<file path="src/rtl/uart_pkg.sv">
// ----------------------------------------------------------------------------
// uart_pkg
// Shared definitions for the UART transmit scheduler.
//   sched_state_t   : scheduler FSM encoding (3 bits)
//   UART_OVERSAMPLE : transmitter clocks per bit
//   UART_FRAME_CLKS : clocks per 10-bit frame at UART_OVERSAMPLE
// ----------------------------------------------------------------------------
package uart_pkg;

    typedef enum logic [2:0] {
        IDLE      = 3'd0,
        LOAD      = 3'd1,
        WAIT_BUSY = 3'd2,
        WAIT_DONE = 3'd3,
        HOLD      = 3'd4,
        RECOVER   = 3'd5
    } sched_state_t;

    localparam int UART_OVERSAMPLE = 16;
    localparam int UART_FRAME_CLKS = 10 * UART_OVERSAMPLE;

endpackage : uart_pkg

</file>
<file path="src/rtl/uart_rr_pick.sv">
// ----------------------------------------------------------------------------
// uart_rr_pick
// Combinational round-robin selector. Returns the first set bit of req,
// searching upward from ptr+1 and wrapping around.
//   req  [NUM_REQ] in  : candidate requests
//   ptr  [PTR_W]   in  : index of the most recently served requester
//   pick [NUM_REQ] out : one-hot winner, zero when req is zero
//   any            out : at least one request is present
// ----------------------------------------------------------------------------
module uart_rr_pick #(
    parameter int NUM_REQ = 4,
    localparam int PTR_W  = (NUM_REQ > 1) ? $clog2(NUM_REQ) : 1
) (
    input  logic [NUM_REQ-1:0] req,
    input  logic [PTR_W-1:0]   ptr,
    output logic [NUM_REQ-1:0] pick,
    output logic               any
);

    logic [2*NUM_REQ-1:0] req_dbl;
    logic [2*NUM_REQ-1:0] req_rot_full;
    logic [2*NUM_REQ-1:0] oh_dbl;
    logic [NUM_REQ-1:0]   req_rot;
    logic [NUM_REQ-1:0]   rot_oh;

    // Rotate so that requester ptr+1 sits at bit 0, isolate the lowest set
    // bit, then rotate the one-hot back. The doubled vector makes the
    // wrap-around a plain shift.
    // NOTE: every signal written here gets a value on every path, so no latch is inferred.
    always_comb begin
        req_dbl      = {req, req};
        req_rot_full = req_dbl >> (int'(ptr) + 1);
        req_rot      = req_rot_full[NUM_REQ-1:0];
        rot_oh       = req_rot & (~req_rot + NUM_REQ'(1));
        oh_dbl       = {rot_oh, rot_oh} << (int'(ptr) + 1);
        pick         = oh_dbl[2*NUM_REQ-1:NUM_REQ];
        any          = |req;
    end

endmodule : uart_rr_pick

</file>
<file path="src/rtl/uart_tx_sched.sv">
// ----------------------------------------------------------------------------
// uart_tx_sched
// Round-robin scheduler sharing one uart_tx between NUM_REQ byte requesters.
// A granted requester keeps the line until it sends a byte flagged last, so
// packets stay contiguous. A watchdog recovers a transmitter that never
// completes and releases an owner that stops supplying bytes mid-packet.
//
//   tx_clk, tx_rst_n         : clock (shared with uart_tx), async active-low reset
//   req_valid/req_last [N]   : per-requester byte offer and end-of-packet flag
//   req_data [8N]            : byte i is req_data[8i+7:8i]
//   req_ready [N]            : byte i accepted on this edge if req_valid[i]
//   grant [N]                : one-hot current owner, zero when unowned
//   uart_en/start/data       : to uart_tx tx_en / tx_start / tx_in
//   uart_busy/done           : from uart_tx tx_busy / tx_done (pulse)
//   err_timeout              : pulse when the transmitter watchdog fires
// ----------------------------------------------------------------------------
module uart_tx_sched
    import uart_pkg::*;
#(
    parameter int NUM_REQ        = 4,
    parameter int TIMEOUT_CYCLES = 255
) (
    input  logic                 tx_clk,
    input  logic                 tx_rst_n,
    input  logic [NUM_REQ-1:0]   req_valid,
    input  logic [8*NUM_REQ-1:0] req_data,
    input  logic [NUM_REQ-1:0]   req_last,
    output logic [NUM_REQ-1:0]   req_ready,
    output logic [NUM_REQ-1:0]   grant,
    output logic                 uart_en,
    output logic                 uart_start,
    output logic [7:0]           uart_data,
    input  logic                 uart_busy,
    input  logic                 uart_done,
    output logic                 err_timeout
);

    localparam int PTR_W = (NUM_REQ > 1) ? $clog2(NUM_REQ) : 1;
    localparam int WD_W  = $clog2(TIMEOUT_CYCLES + 1);

    localparam logic [PTR_W-1:0] PTR_RST = PTR_W'(NUM_REQ - 1);
    localparam logic [WD_W-1:0]  WD_MAX  = WD_W'(TIMEOUT_CYCLES);

    sched_state_t         state_q, state_d;
    logic [NUM_REQ-1:0]   grant_q, grant_d;
    logic [PTR_W-1:0]     ptr_q, ptr_d;
    logic [WD_W-1:0]      wdog_q, wdog_d;
    logic                 last_q, last_d;
    logic [7:0]           data_q, data_d;
    logic                 start_q, start_d;
    logic                 en_q, en_d;
    logic                 err_q, err_d;

    logic [NUM_REQ-1:0]   pick;
    logic                 any_req;
    logic [PTR_W-1:0]     owner_idx;
    logic [7:0]           owner_data;
    logic                 owner_last;
    logic                 owner_valid;
    logic                 wdog_exp;
    logic [WD_W-1:0]      wdog_inc;

    uart_rr_pick #(
        .NUM_REQ (NUM_REQ)
    ) u_pick (
        .req  (req_valid),
        .ptr  (ptr_q),
        .pick (pick),
        .any  (any_req)
    );

    // Owner's lane of the request bus, selected by the one-hot grant.
    always_comb begin
        owner_idx  = '0;
        owner_data = '0;
        owner_last = 1'b0;
        for (int i = 0; i < NUM_REQ; i++) begin
            if (grant_q[i]) begin
                owner_idx  = PTR_W'(i);
                owner_data = req_data[8*i +: 8];
                owner_last = req_last[i];
            end
        end
    end

    assign owner_valid = |(req_valid & grant_q);
    assign wdog_exp    = (wdog_q == WD_MAX);
    assign wdog_inc    = wdog_exp ? wdog_q : wdog_q + WD_W'(1);

    always_comb begin
        state_d = state_q;
        grant_d = grant_q;
        ptr_d   = ptr_q;
        wdog_d  = wdog_q;
        last_d  = last_q;
        data_d  = data_q;
        start_d = start_q;
        en_d    = 1'b1;
        err_d   = 1'b0;

        unique case (state_q)
            IDLE: begin
                if (any_req) begin
                    grant_d = pick;
                    state_d = LOAD;
                end
            end

            LOAD: begin
                if (owner_valid) begin
                    data_d  = owner_data;
                    last_d  = owner_last;
                    start_d = 1'b1;
                    wdog_d  = '0;
                    state_d = WAIT_BUSY;
                end else begin
                    state_d = HOLD;
                end
            end

            // uart_start stays high until the transmitter reports busy; this
            // also absorbs the transmitter's post-frame reset cycle.
            WAIT_BUSY: begin
                wdog_d = wdog_inc;
                if (uart_busy) begin
                    start_d = 1'b0;
                    state_d = WAIT_DONE;
                end else if (wdog_exp) begin
                    en_d    = 1'b0;
                    start_d = 1'b0;
                    err_d   = 1'b1;
                    grant_d = '0;
                    ptr_d   = owner_idx;
                    state_d = RECOVER;
                end
            end

            // uart_done is checked before expiry so a completion on the
            // expiry edge is never reported as an error.
            WAIT_DONE: begin
                wdog_d = wdog_inc;
                if (uart_done) begin
                    if (last_q) begin
                        grant_d = '0;
                        ptr_d   = owner_idx;
                        state_d = IDLE;
                    end else begin
                        wdog_d  = '0;
                        state_d = HOLD;
                    end
                end else if (wdog_exp) begin
                    en_d    = 1'b0;
                    start_d = 1'b0;
                    err_d   = 1'b1;
                    grant_d = '0;
                    ptr_d   = owner_idx;
                    state_d = RECOVER;
                end
            end

            // Mid-packet: keep the line for the owner, but give it up quietly
            // if the owner goes silent for too long.
            HOLD: begin
                wdog_d = wdog_inc;
                if (owner_valid) begin
                    state_d = LOAD;
                end else if (wdog_exp) begin
                    grant_d = '0;
                    ptr_d   = owner_idx;
                    state_d = IDLE;
                end
            end

            // Grant and pointer were already updated on entry; the registered
            // uart_en=0 / err_timeout=1 are visible for exactly this cycle.
            RECOVER: begin
                state_d = IDLE;
            end

            default: begin
                grant_d = '0;
                start_d = 1'b0;
                state_d = IDLE;
            end
        endcase
    end

    // NOTE: sequential state uses non-blocking assignments so every register samples pre-edge values.
    always_ff @(posedge tx_clk or negedge tx_rst_n) begin
        if (!tx_rst_n) begin
            state_q <= IDLE;
            grant_q <= '0;
            ptr_q   <= PTR_RST;
            wdog_q  <= '0;
            last_q  <= 1'b0;
            data_q  <= '0;
            start_q <= 1'b0;
            en_q    <= 1'b0;
            err_q   <= 1'b0;
        end else begin
            state_q <= state_d;
            grant_q <= grant_d;
            ptr_q   <= ptr_d;
            wdog_q  <= wdog_d;
            last_q  <= last_d;
            data_q  <= data_d;
            start_q <= start_d;
            en_q    <= en_d;
            err_q   <= err_d;
        end
    end

    assign req_ready   = grant_q & {NUM_REQ{state_q == LOAD}};
    assign grant       = grant_q;
    assign uart_en     = en_q;
    assign uart_start  = start_q;
    assign uart_data   = data_q;
    assign err_timeout = err_q;

endmodule : uart_tx_sched
</file>
<file path="config.mk">
export PLATFORM = sky130hd
export DESIGN_NAME = uart_tx_sched
export DESIGN_NICKNAME = d
export VERILOG_FILES = /design/src/rtl/uart_pkg.sv /design/src/rtl/uart_rr_pick.sv /design/src/rtl/uart_tx_sched.sv
export SDC_FILE = /design/constraint.sdc
export NUM_CORES = 1
export LEC_CHECK = 0
export CORE_UTILIZATION = 29
export CTS_CLUSTER_SIZE = 12
export DETAILED_ROUTE_END_ITERATION = 8
export GPL_ROUTABILITY_DRIVEN = 0
export PLACE_DENSITY = 0.69
export SYNTH_ARGS = -nofsm -noshare
export SYNTH_HDL_FRONTEND = slang
export SYNTH_SLANG_ARGS = --single-unit
</file>
<file path="constraint.sdc">
create_clock -name tx_clk -period 2 [get_ports tx_clk]
set_input_delay 0.4 -clock tx_clk [delete_from_list [all_inputs] [get_ports tx_clk]]
set_output_delay 0.4 -clock tx_clk [all_outputs]
set_load 0.02 [all_outputs]
</file>
After elaboration in Yosys (flattened, before gate mapping)
Index checks and enable logic that the tools add are counted.
{"block": "word_totals", "ff_bits": 29, "latch_bits": 0, "ramBits": 0, "mem_bits_ro": 0, "input_bits": 44, "output_inout_bits": 19, "wordCells": 98, "mem_count": 0}
{"block": "classes", "addsub": 3, "multipliers": 0, "div": 0, "order_cmp": 0, "eq_ne": 13, "shift": 2, "mux": 51, "bitwise": 6, "n_reduce_logical": 14}
{"cell": "$mux W8", "n": 8}
{"cell": "$shl A8 B32 Y8", "n": 1}
{"cell": "$mux W3", "n": 8}
{"cell": "$mux W4", "n": 6}
{"cell": "$pmux W8 S3", "n": 1}
{"cell": "$pmux W4 S5", "n": 1}
{"cell": "$mux W1", "n": 15}
{"cell": "$pmux W3 S5", "n": 1}
{"cell": "$mux W2", "n": 7}
{"cell": "$and A4 B4 Y4", "n": 3}
{"cell": "$ne A2 B2 Y1 const B", "n": 5}
{"cell": "$add A8 B1 Y8 const B", "n": 1}
{"cell": "$eq A8 B8 Y1 const B", "n": 1}
{"cell": "$reduce_or A4 Y1", "n": 2}
{"cell": "$shr A8 B3 Y4", "n": 1}
{"cell": "$eq A3 B2 Y1 const B", "n": 2}
{"cell": "$eq A3 B3 Y1 const B", "n": 2}
{"cell": "$ne A3 B3 Y1 const B", "n": 2}
{"cell": "$pmux W2 S3", "n": 1}
{"cell": "$reduce_and A2 Y1", "n": 3}
{"cell": "$reduce_bool A3 Y1", "n": 2}
{"cell": "$reduce_and A5 Y1", "n": 1}
{"cell": "$add A4 B1 Y4 const B", "n": 1}
{"cell": "$not A4 Y4", "n": 1}
{"cell": "10 further kinds", "n": 13}

Depth between registers and ports, before layout
Gate-level depths: netlist (run 1).
{"block": "depth", "word_depth": 8, "ltp_mapped": 8, "depth_no_buf": 6}

Modules after synthesis
Synthesis (run 1) repeated with hierarchy kept, for this count alone.
{"block": "unflattened", "cells_unflattened": 218, "area_unflattened_um2": 1921.8}
{"mod": "uart_tx_sched", "n_inst": 1, "cells_each": 191, "area_per_inst_um2": 1732.9, "seq_area_each_um2": 728.2}
{"mod": "uart_rr_pick", "n_inst": 1, "cells_each": 27, "area_per_inst_um2": 188.9, "seq_area_each_um2": 0.0}

Least setup slack after synthesis (run 1)
OpenSTA, ideal clock, no wires.
{"block": "synth_timing", "path_kind": "register to register", "from": "reg wdog_q[0]", "to": "reg ptr_q[1]", "setup_time_ns": 0.082, "t_arrival_ns": 1.794, "required_time_ns": 1.918, "path_slack_ns": 0.124, "stages_incl_launch_ff": 7, "path_buffers": 1, "synth_period_minus_slack_ns": 1.876, "path_cell_list": "dfrtp_1 > ha_1 > nand4_2 > or2_2 > buf_2 > a211oi_2 > mux2_2"}
{"block": "synth_between", "elab_chain_cells": 4, "elab_cells_between_ends": 6, "classes_between": "1 x eq/ne; 5 x mux"}
{"item": "from (decl)", "line_no": "uart_tx_sched.sv:47", "rtl": "logic [WD_W-1:0] wdog_q, wdog_d;"}
{"item": "from (signal assigned)", "line_no": "uart_tx_sched.sv:204", "rtl": "wdog_q <= wdog_d;"}
{"item": "$eq A8 B8 Y1 *", "line_no": "uart_tx_sched.sv:87", "rtl": "assign wdog_exp = (wdog_q == WD_MAX);"}
{"item": "$mux W2 *"}
{"item": "$mux W2, on equally long branches"}
{"item": "$pmux W2 S3 *"}
{"item": "to (signal assigned)", "line_no": "uart_tx_sched.sv:203", "rtl": "ptr_q <= ptr_d;"}
{"item": "to (decl)", "line_no": "uart_tx_sched.sv:46", "rtl": "logic [PTR_W-1:0] ptr_q, ptr_d;"}
Every way passes the cells marked *; elsewhere a longest branch is shown, timed or not. The select of a mux whose other input is x is not followed.
A chain may end at the register's enable or synchronous reset.

Final worst setup path (run 1)
{"block": "layout_timing", "from": "in req_valid[2]", "to": "reg grant_q[3] (netlist: grant[3])"}
{"block": "layout_between", "elab_chain_cells": 7, "elab_cells_between_ends": 13, "classes_between": "1 x add/sub; 2 x eq/ne; 2 x shift; 2 x mux; 3 x bitwise; 3 x reduce/logical"}
{"item": "from (decl)", "line_no": "uart_tx_sched.sv:25", "rtl": "input logic [NUM_REQ-1:0] req_valid,"}
{"item": "$shr A8 B3 Y4", "line_no": "uart_rr_pick.sv:32", "rtl": "req_rot_full = req_dbl >> (int'(ptr) + 1);"}
{"item": "$not A4 Y4", "line_no": "uart_rr_pick.sv:34", "rtl": "rot_oh = req_rot & (~req_rot + NUM_REQ'(1));"}
{"item": "$add A4 B1 Y4", "line_no": "uart_rr_pick.sv:34"}
{"item": "$and A4 B4 Y4", "line_no": "uart_rr_pick.sv:34"}
{"item": "$shl A8 B32 Y8", "line_no": "uart_rr_pick.sv:35", "rtl": "oh_dbl = {rot_oh, rot_oh} << (int'(ptr) + 1);"}
{"item": "$mux W4", "line_no": "uart_tx_sched.sv:103", "rtl": "if (any_req) begin"}
{"item": "$pmux W4 S5", "line_no": "uart_tx_sched.sv:101", "rtl": "unique case (state_q)"}
{"item": "to (signal assigned)", "line_no": "uart_tx_sched.sv:202", "rtl": "grant_q <= grant_d;"}
{"item": "to (decl)", "line_no": "uart_tx_sched.sv:45", "rtl": "logic [NUM_REQ-1:0] grant_q, grant_d;"}
Parallel ways exist; a longest one is shown, timed or not. The select of a mux whose other input is x is not followed.

==> results.ini, run 1 <==
[logic_synthesis]
synth_top_cell_area_share_pct=34.7
synth_nets=277
avgSynthCellArea_um2=8.42
synth_area_leaders=dfrtp_1, a21oi_1, nor2_1
async_flop_share_pct=100
yosysMostFrequentCell=nor2_1
synth_cell_types=53
synthCells=231
synth_area_um2=1950
synth_flop_cell=dfrtp_1
yosys_warnings=0
synth_top_cell_by_area=dfrtp_1
synth_seq_cells=29
synth_edf_count=0
synthTopCellsByCount=nor2_1, dfrtp_1, a21oi_1
ys_seq_area_share_pct=37.4

[placed_design]
place_hpwl_um=4160
port-buffer-count=62
dpl_cell_area_um2=2850

[setup_path]
cp_data_arrival_time_ns=2.09
r2r-end=grant[3]
worstPathRequired_ns=2.17
rrSetupSlack_ns=0.10
cp-start-kind=input pin
reg2reg_depth=6
path_class=input pin to flop
r2r-start=wdog_q[0]
cp_max_fo=4
critical_path.endpoint_type=flop

[die]
initial_core_util_pct=30.3
die_h_um=83.9
die_area_um2=7040
fp-row-count=29
die-width_um=83.9
io_pins=63
core-area_um2=6420

[sta]
period_share_pct=96.3
hold_viol_final=0
fmax_mhz=519
setup_violations=0
finalClockSkew_ns=0.00893
period_needed_ns=1.93
worst_pin_slew_ns=0.392
slew_headroom_pct=73.6
drv_slew=0

[global_route]
grt_pass1_vias=2029
met2_usage_pct=27.4
grt_remaining_overflow=0
grt_use_total_pct=16.6
grt_pass1_wl_um=9440
busiest_layer=met2
grt_antenna_before_repair=0
met3_usage_pct=4.15
grt_max_degree=30
grtUsageMet1_pct=21.1

[finish]
antenna_cells=0
finish.utilization_pct=46.6
nNetsFinal=364
drive_above_1_share_pct=19.7
syn_to_final_growth_pct=53.9
fin_area_um2=2990

[drt]
first_pass_iters=6
remaining_drc_errors=3
wl_per_cell_um=14.0
ant_nets=0
vias=2080
drt_iter0_markers=85
vias_per_cell=5.25
routed_wl_um=5550

[hold_path]
hp-class=input pin to asynchronous set/reset pin

[clocking]
clockBufferDepth=2
cts_htree_levels=2
path_clk_slew_ns=0.07
cts_tree=yes
cts.sinks=29
ctsHoldBuffers=0
cts_buffers=5
cts-root-buf=clkbuf_8
clock_latency_ns=0.28

[power_and_ir_drop]
ir_drop_mv=0.606
p_per_area_nw_per_um2=1340
power_w=0.00402
p_leak_nw=1.30

[run_status]
status=finished with violations
violations=design-rule violations

[flow_run]
cap_violations=0

## worst max-delay path: stages
cell and delay [ns]:
clkdlybuf4s50_1 0.51, a22oi_4 0.17, nand2_2 0.07, a22o_1 0.22, a2111o_1 0.36, a221o_1 0.37
## through the flow
| step | worst slack [ns] | hold slack (ns) | cells | setup TNS, ns |
|---|---|---|---|---|
| 5_1_grt | -0.000587 | 0.543 | 396 | -0.000587 |
| 2_1_floorplan | 0.124 | 0.104 | 231 | 0 |
| 4_1_cts | 0.0210 | 0.520 | 396 | 0 |
| 3_3_place_gp | -0.257 | 0.488 | 388 | -2.44 |
| 3_5_place_dp | -0.289 | 0.514 | 388 | -2.79 |
| 6_report | 0.0741 | 0.512 | 396 | 0 |
## final cells by class
class	instances	area (um^2)
Multi-Input combinational cell	177	1130
Tap cell	77	96.3
Timing Repair Buffer	96	886
Clock inverter	2	37.5
Fill cell	622	3430
Clock buffer	6	82.6
Sequential cell	29	729
Inverter	9	33.8
## placed cells by master, fill, tap and decap left out, types with 2 or more instances in the layout
| cell | synthesis | layout |
|---|---|---|
| o21ai_0 | 10 | 10 |
| nor2_1 | 28 | 27 |
| inv_1 | 9 | 9 |
| mux2i_1 | 2 | 2 |
| or3_1 | 2 | 2 |
| nand3_1 | 5 | 5 |
| nor3b_2 | 1 | 2 |
| nand2_1 | 17 | 17 |
| a221oi_1 | 10 | 10 |
| a21oi_1 | 23 | 22 |
| o31ai_1 | 3 | 3 |
| nand2b_1 | 5 | 5 |
| clkdlybuf4s50_1 | 0 | 57 |
| or2_2 | 3 | 3 |
| a31oi_1 | 4 | 4 |
| o22ai_1 | 3 | 3 |
| ha_1 | 2 | 2 |
| a221o_1 | 2 | 2 |
| a32oi_1 | 2 | 2 |
| nor2b_1 | 4 | 3 |
| a22oi_1 | 12 | 11 |
| nor3_1 | 6 | 6 |
| dlygate4sd2_1 | 0 | 4 |
| a32o_1 | 2 | 2 |
| buf_4 | 2 | 33 |
| dfstp_2 | 2 | 2 |
| dfrtp_1 | 27 | 26 |
| clkbuf_8 | 0 | 6 |
| and3_1 | 6 | 6 |
## kinds of logic after synthesis
group                    after synthesis  share of synthesized area (%)
flip-flops                            29                           37.4
AND/OR/NAND/NOR                       87                           22.6
adder cells (fa/ha/maj)                2                           1.29
AO/OA/AOI/OAI                         85                           31.2
buffers and inverters                 25                           5.85
multiplexers                           3                           1.61
## repair_timing
| item | in CTS | in global routing |
|---|---|---|
| pin swaps | 0 | 1 |
| buffers inserted | 0 | 0 |
| gates resized for setup | 5 | 7 |
| setup endpoints to repair | 4 | 8 |
## layer usage
layer | vias up | wire [um]
met5 | - | 0
met4 | 0 | 31
met3 | 4 | 297
met2 | 64 | 2790
met1 | 973 | 2430
li1 | 1039 | -
## report_power, final
group | internal, W | switching (W) | total, W
Clock | 0.000405 | 0.000239 | 0.000644
Sequential | 0.000824 | 0.000257 | 0.00108
Combinational | 0.00113 | 0.00116 | 0.00229
Total | 0.00236 | 0.00166 | 0.00402
## how the worst max path moves through the flow
stage | start | to | slack [ns] | cells past startpoint
2_1_floorplan | wdog_q[0] | ptr_q[1] | 0.12 | 6
3_3_place_gp | req_valid[3] | grant[1] | -0.26 | 6
3_5_place_dp | req_valid[3] | grant[3] | -0.29 | 6
4_1_cts | req_valid[3] | grant[3] | 0.02 | 6
5_1_grt | wdog_q[0] | grant[1] | -0.0006 | 6
6_report | req_valid[2] | grant[3] | 0.07 | 6
## registers in the layout, summed over array words and instances, names as in the netlist
| register | flops |
|---|---|
| state_q | 3 |
| uart_en | 1 |
| err_timeout | 1 |
| uart_data | 8 |
| wdog_q | 8 |
| uart_start | 1 |
| ptr_q | 2 |
| last_q | 1 |
| grant | 4 |
Note: power is estimated with default switching activity, not from simulation.
==> inputs of run 2 (changes only) <==
--- a/config.mk
+++ b/config.mk
@@ -9,7 +9,7 @@
 export CTS_CLUSTER_SIZE = 12
 export DETAILED_ROUTE_END_ITERATION = 8
 export GPL_ROUTABILITY_DRIVEN = 0
-export PLACE_DENSITY = 0.69
+export PLACE_DENSITY = 0.67
 export SYNTH_ARGS = -nofsm -noshare
 export SYNTH_HDL_FRONTEND = slang
 export SYNTH_SLANG_ARGS = --single-unit
==> constraint.sdc (replaced) <==
create_clock -name tx_clk -period 2.1 [get_ports tx_clk]
set_input_delay 0.42 -clock tx_clk [delete_from_list [all_inputs] [get_ports tx_clk]]
set_output_delay 0.42 -clock tx_clk [all_outputs]
set_load 0.02 [all_outputs]
==> results.ini, run 2 (synthesis results as in run 1) <==
[setup_path]
slowest_stage=clkdlybuf4s50_1
crit_chain=buf_4, clkdlybuf4s50_1
r2r-start=wdog_q[0]
worstPathRequired_ns=1.68  ; -0.49 ns
cp_data_arrival_time_ns=1.58  ; -0.51 ns
cp_max_fo=10  ; +6
r2r-end=ptr_q[1]
cp_num_buf_inv=2  ; +1
critical_path.endpoint_type=output port
reg2reg_depth=5  ; -1
slowest_delay_ns=0.62  ; +0.11 ns
crit_family=buffers and inverters
path_class=flop to output port
rrSetupSlack_ns=0.16  ; +0.06 ns
cp-start-kind=flop

[sta]
slew_headroom_pct=57.5  ; -16 points
setup_violations=0  ; unchanged
rsz0062_at_grt=false
fmax_mhz=500
whs_ns=0.503  ; -0.00953 ns
period_share_pct=95.2
finalClockSkew_ns=0.0108  ; +0.00189 ns
drv_slew=0  ; unchanged
hold_viol_final=0  ; unchanged
worst_pin_slew_ns=0.631  ; +0.239 ns
period_needed_ns=2.00

[finish]
antenna_cells=0  ; unchanged
fin_area_um2=2910  ; -2.9%
drive_above_1_share_pct=17.0  ; -2.8 points
final_common_cell=clkdlybuf4s50_1
layout_common_cells=clkdlybuf4s50_1, nor2_1, buf_4
nNetsFinal=357  ; -1.9%
finish.utilization_pct=45.3  ; -1.3 points
syn_to_final_growth_pct=49.5

[drt]
ant_nets=0  ; unchanged
wl_per_cell_um=14.4  ; +2.7%
vias=2090  ; +0.48%
first_pass_iters=4  ; -2
remaining_drc_errors=0  ; -3
drt_iter0_markers=113  ; +33%
routed_wl_um=5590  ; +0.85%
vias_per_cell=5.37  ; +2.3%

[hold_path]
whs_endpoint=wdog_q[0]
hp-class=flop to flop
worstHoldStart=wdog_q[0]
whs_path_depth=1

[clocking]
cts_setup_buffers=0  ; unchanged
cts-root-buf=clkbuf_8
clock_latency_ns=0.29  ; about the same
cts_htree_levels=2  ; unchanged
clockBufferDepth=2  ; unchanged
cts_buffers=5  ; unchanged
path_clk_slew_ns=0.06  ; about the same
cts_tree=yes
cts.sinks=29  ; unchanged

[die]
die_h_um=83.9  ; unchanged
io_pins=63  ; unchanged
die-width_um=83.9  ; unchanged
die_area_um2=7040  ; unchanged
fp-row-count=29  ; unchanged
initial_core_util_pct=30.3  ; unchanged
core-area_um2=6420  ; unchanged

[placed_design]
dpl_cell_area_um2=2800  ; -1.8%
port-buffer-count=62  ; unchanged
place_hpwl_um=4130  ; -0.65%

[power_and_ir_drop]
p_leak_nw=1.29  ; -0.45%
p_per_area_nw_per_um2=1240  ; -7.6%
ir_drop_mv=0.518  ; -14%

[flow_run]
cap_violations=0  ; unchanged

[global_route]
grt_pass1_vias=2042  ; +0.64%
grt_use_total_pct=16.8  ; +0.22 points
grt_antenna_before_repair=0  ; unchanged
grt_remaining_overflow=0  ; unchanged
grt_max_degree=30  ; unchanged
grt_pass1_wl_um=9590  ; +1.6%

[run_status]
status=completed

## run 2: cell types whose count changed in the layout (fill, tap and decap cells not counted), sizes merged, moves of 2 or more
cell	previous run	this run
buf	34	27
clkinv	0	2
dlygate4sd2	4	0
dlymetal6s2s	1	4
## run 2: how the worst max path moves through the flow
stage / cells after the start / slack, ns / endpoint / startpoint
after floorplan: 6 / 0.22 / ptr_q[1] / wdog_q[0]
after global placement: 6 / -0.17 / grant[3] / req_valid[3]
after detailed placement: 6 / -0.20 / grant[1] / req_valid[3]
after CTS: 3 / 0.02 / req_ready[0] / state_q[2]
after global routing: 6 / 0.02 / grant[3] / req_valid[0]
final: 2 / 0.10 / grant[2] / grant[2]
## run 2: where the power goes
group          total, W  internal (W)  switching, W  leakage, nW
clock          0.000447      0.000229      0.000218       0.0450
combinational   0.00212       0.00103       0.00109        0.892
sequential      0.00104      0.000786      0.000253        0.357
total           0.00360       0.00204       0.00156         1.29
## run 2: final cells by class
| cell class | instances | area [um^2] |
|---|---|---|
| multi-input cells | 177 | 1120 |
| well taps | 77 | 96.3 |
| flip-flops and latches | 29 | 731 |
| fillers | 627 | 3510 |
| inverters | 9 | 33.8 |
| clock buffers | 6 | 72.6 |
| repair buffers | 89 | 846 |
| clock inverters | 2 | 10.0 |
## run 2: per-stage QoR
stage          setup slack [ns]  TNS [ns]  instances  total power (W)
2_1_floorplan             0.224         0        231          0.00230
3_3_place_gp             -0.169     -1.09        381          0.00308
3_5_place_dp             -0.198     -1.35        381          0.00312
4_1_cts                  0.0213         0        389          0.00360
5_1_grt                  0.0164         0        389          0.00392
6_report                  0.102         0        389          0.00360
## run 2: metal layers
metal | track usage, % | vias up | wire [um]
met4 | 3.29 | 0 | 36
met1 | 21.5 | 984 | 2490
met3 | 4.06 | 5 | 294
li1 | - | 1029 | -
met5 | 0 | - | 0
met2 | 28.8 | 72 | 2780
## run 2: repair_timing
action / 4_1_cts / 5_1_grt
resized for setup: 4 / 6
hold buffers: 0 / 0
gates cloned: 0 / 0
setup endpoints to repair: 5 / 12
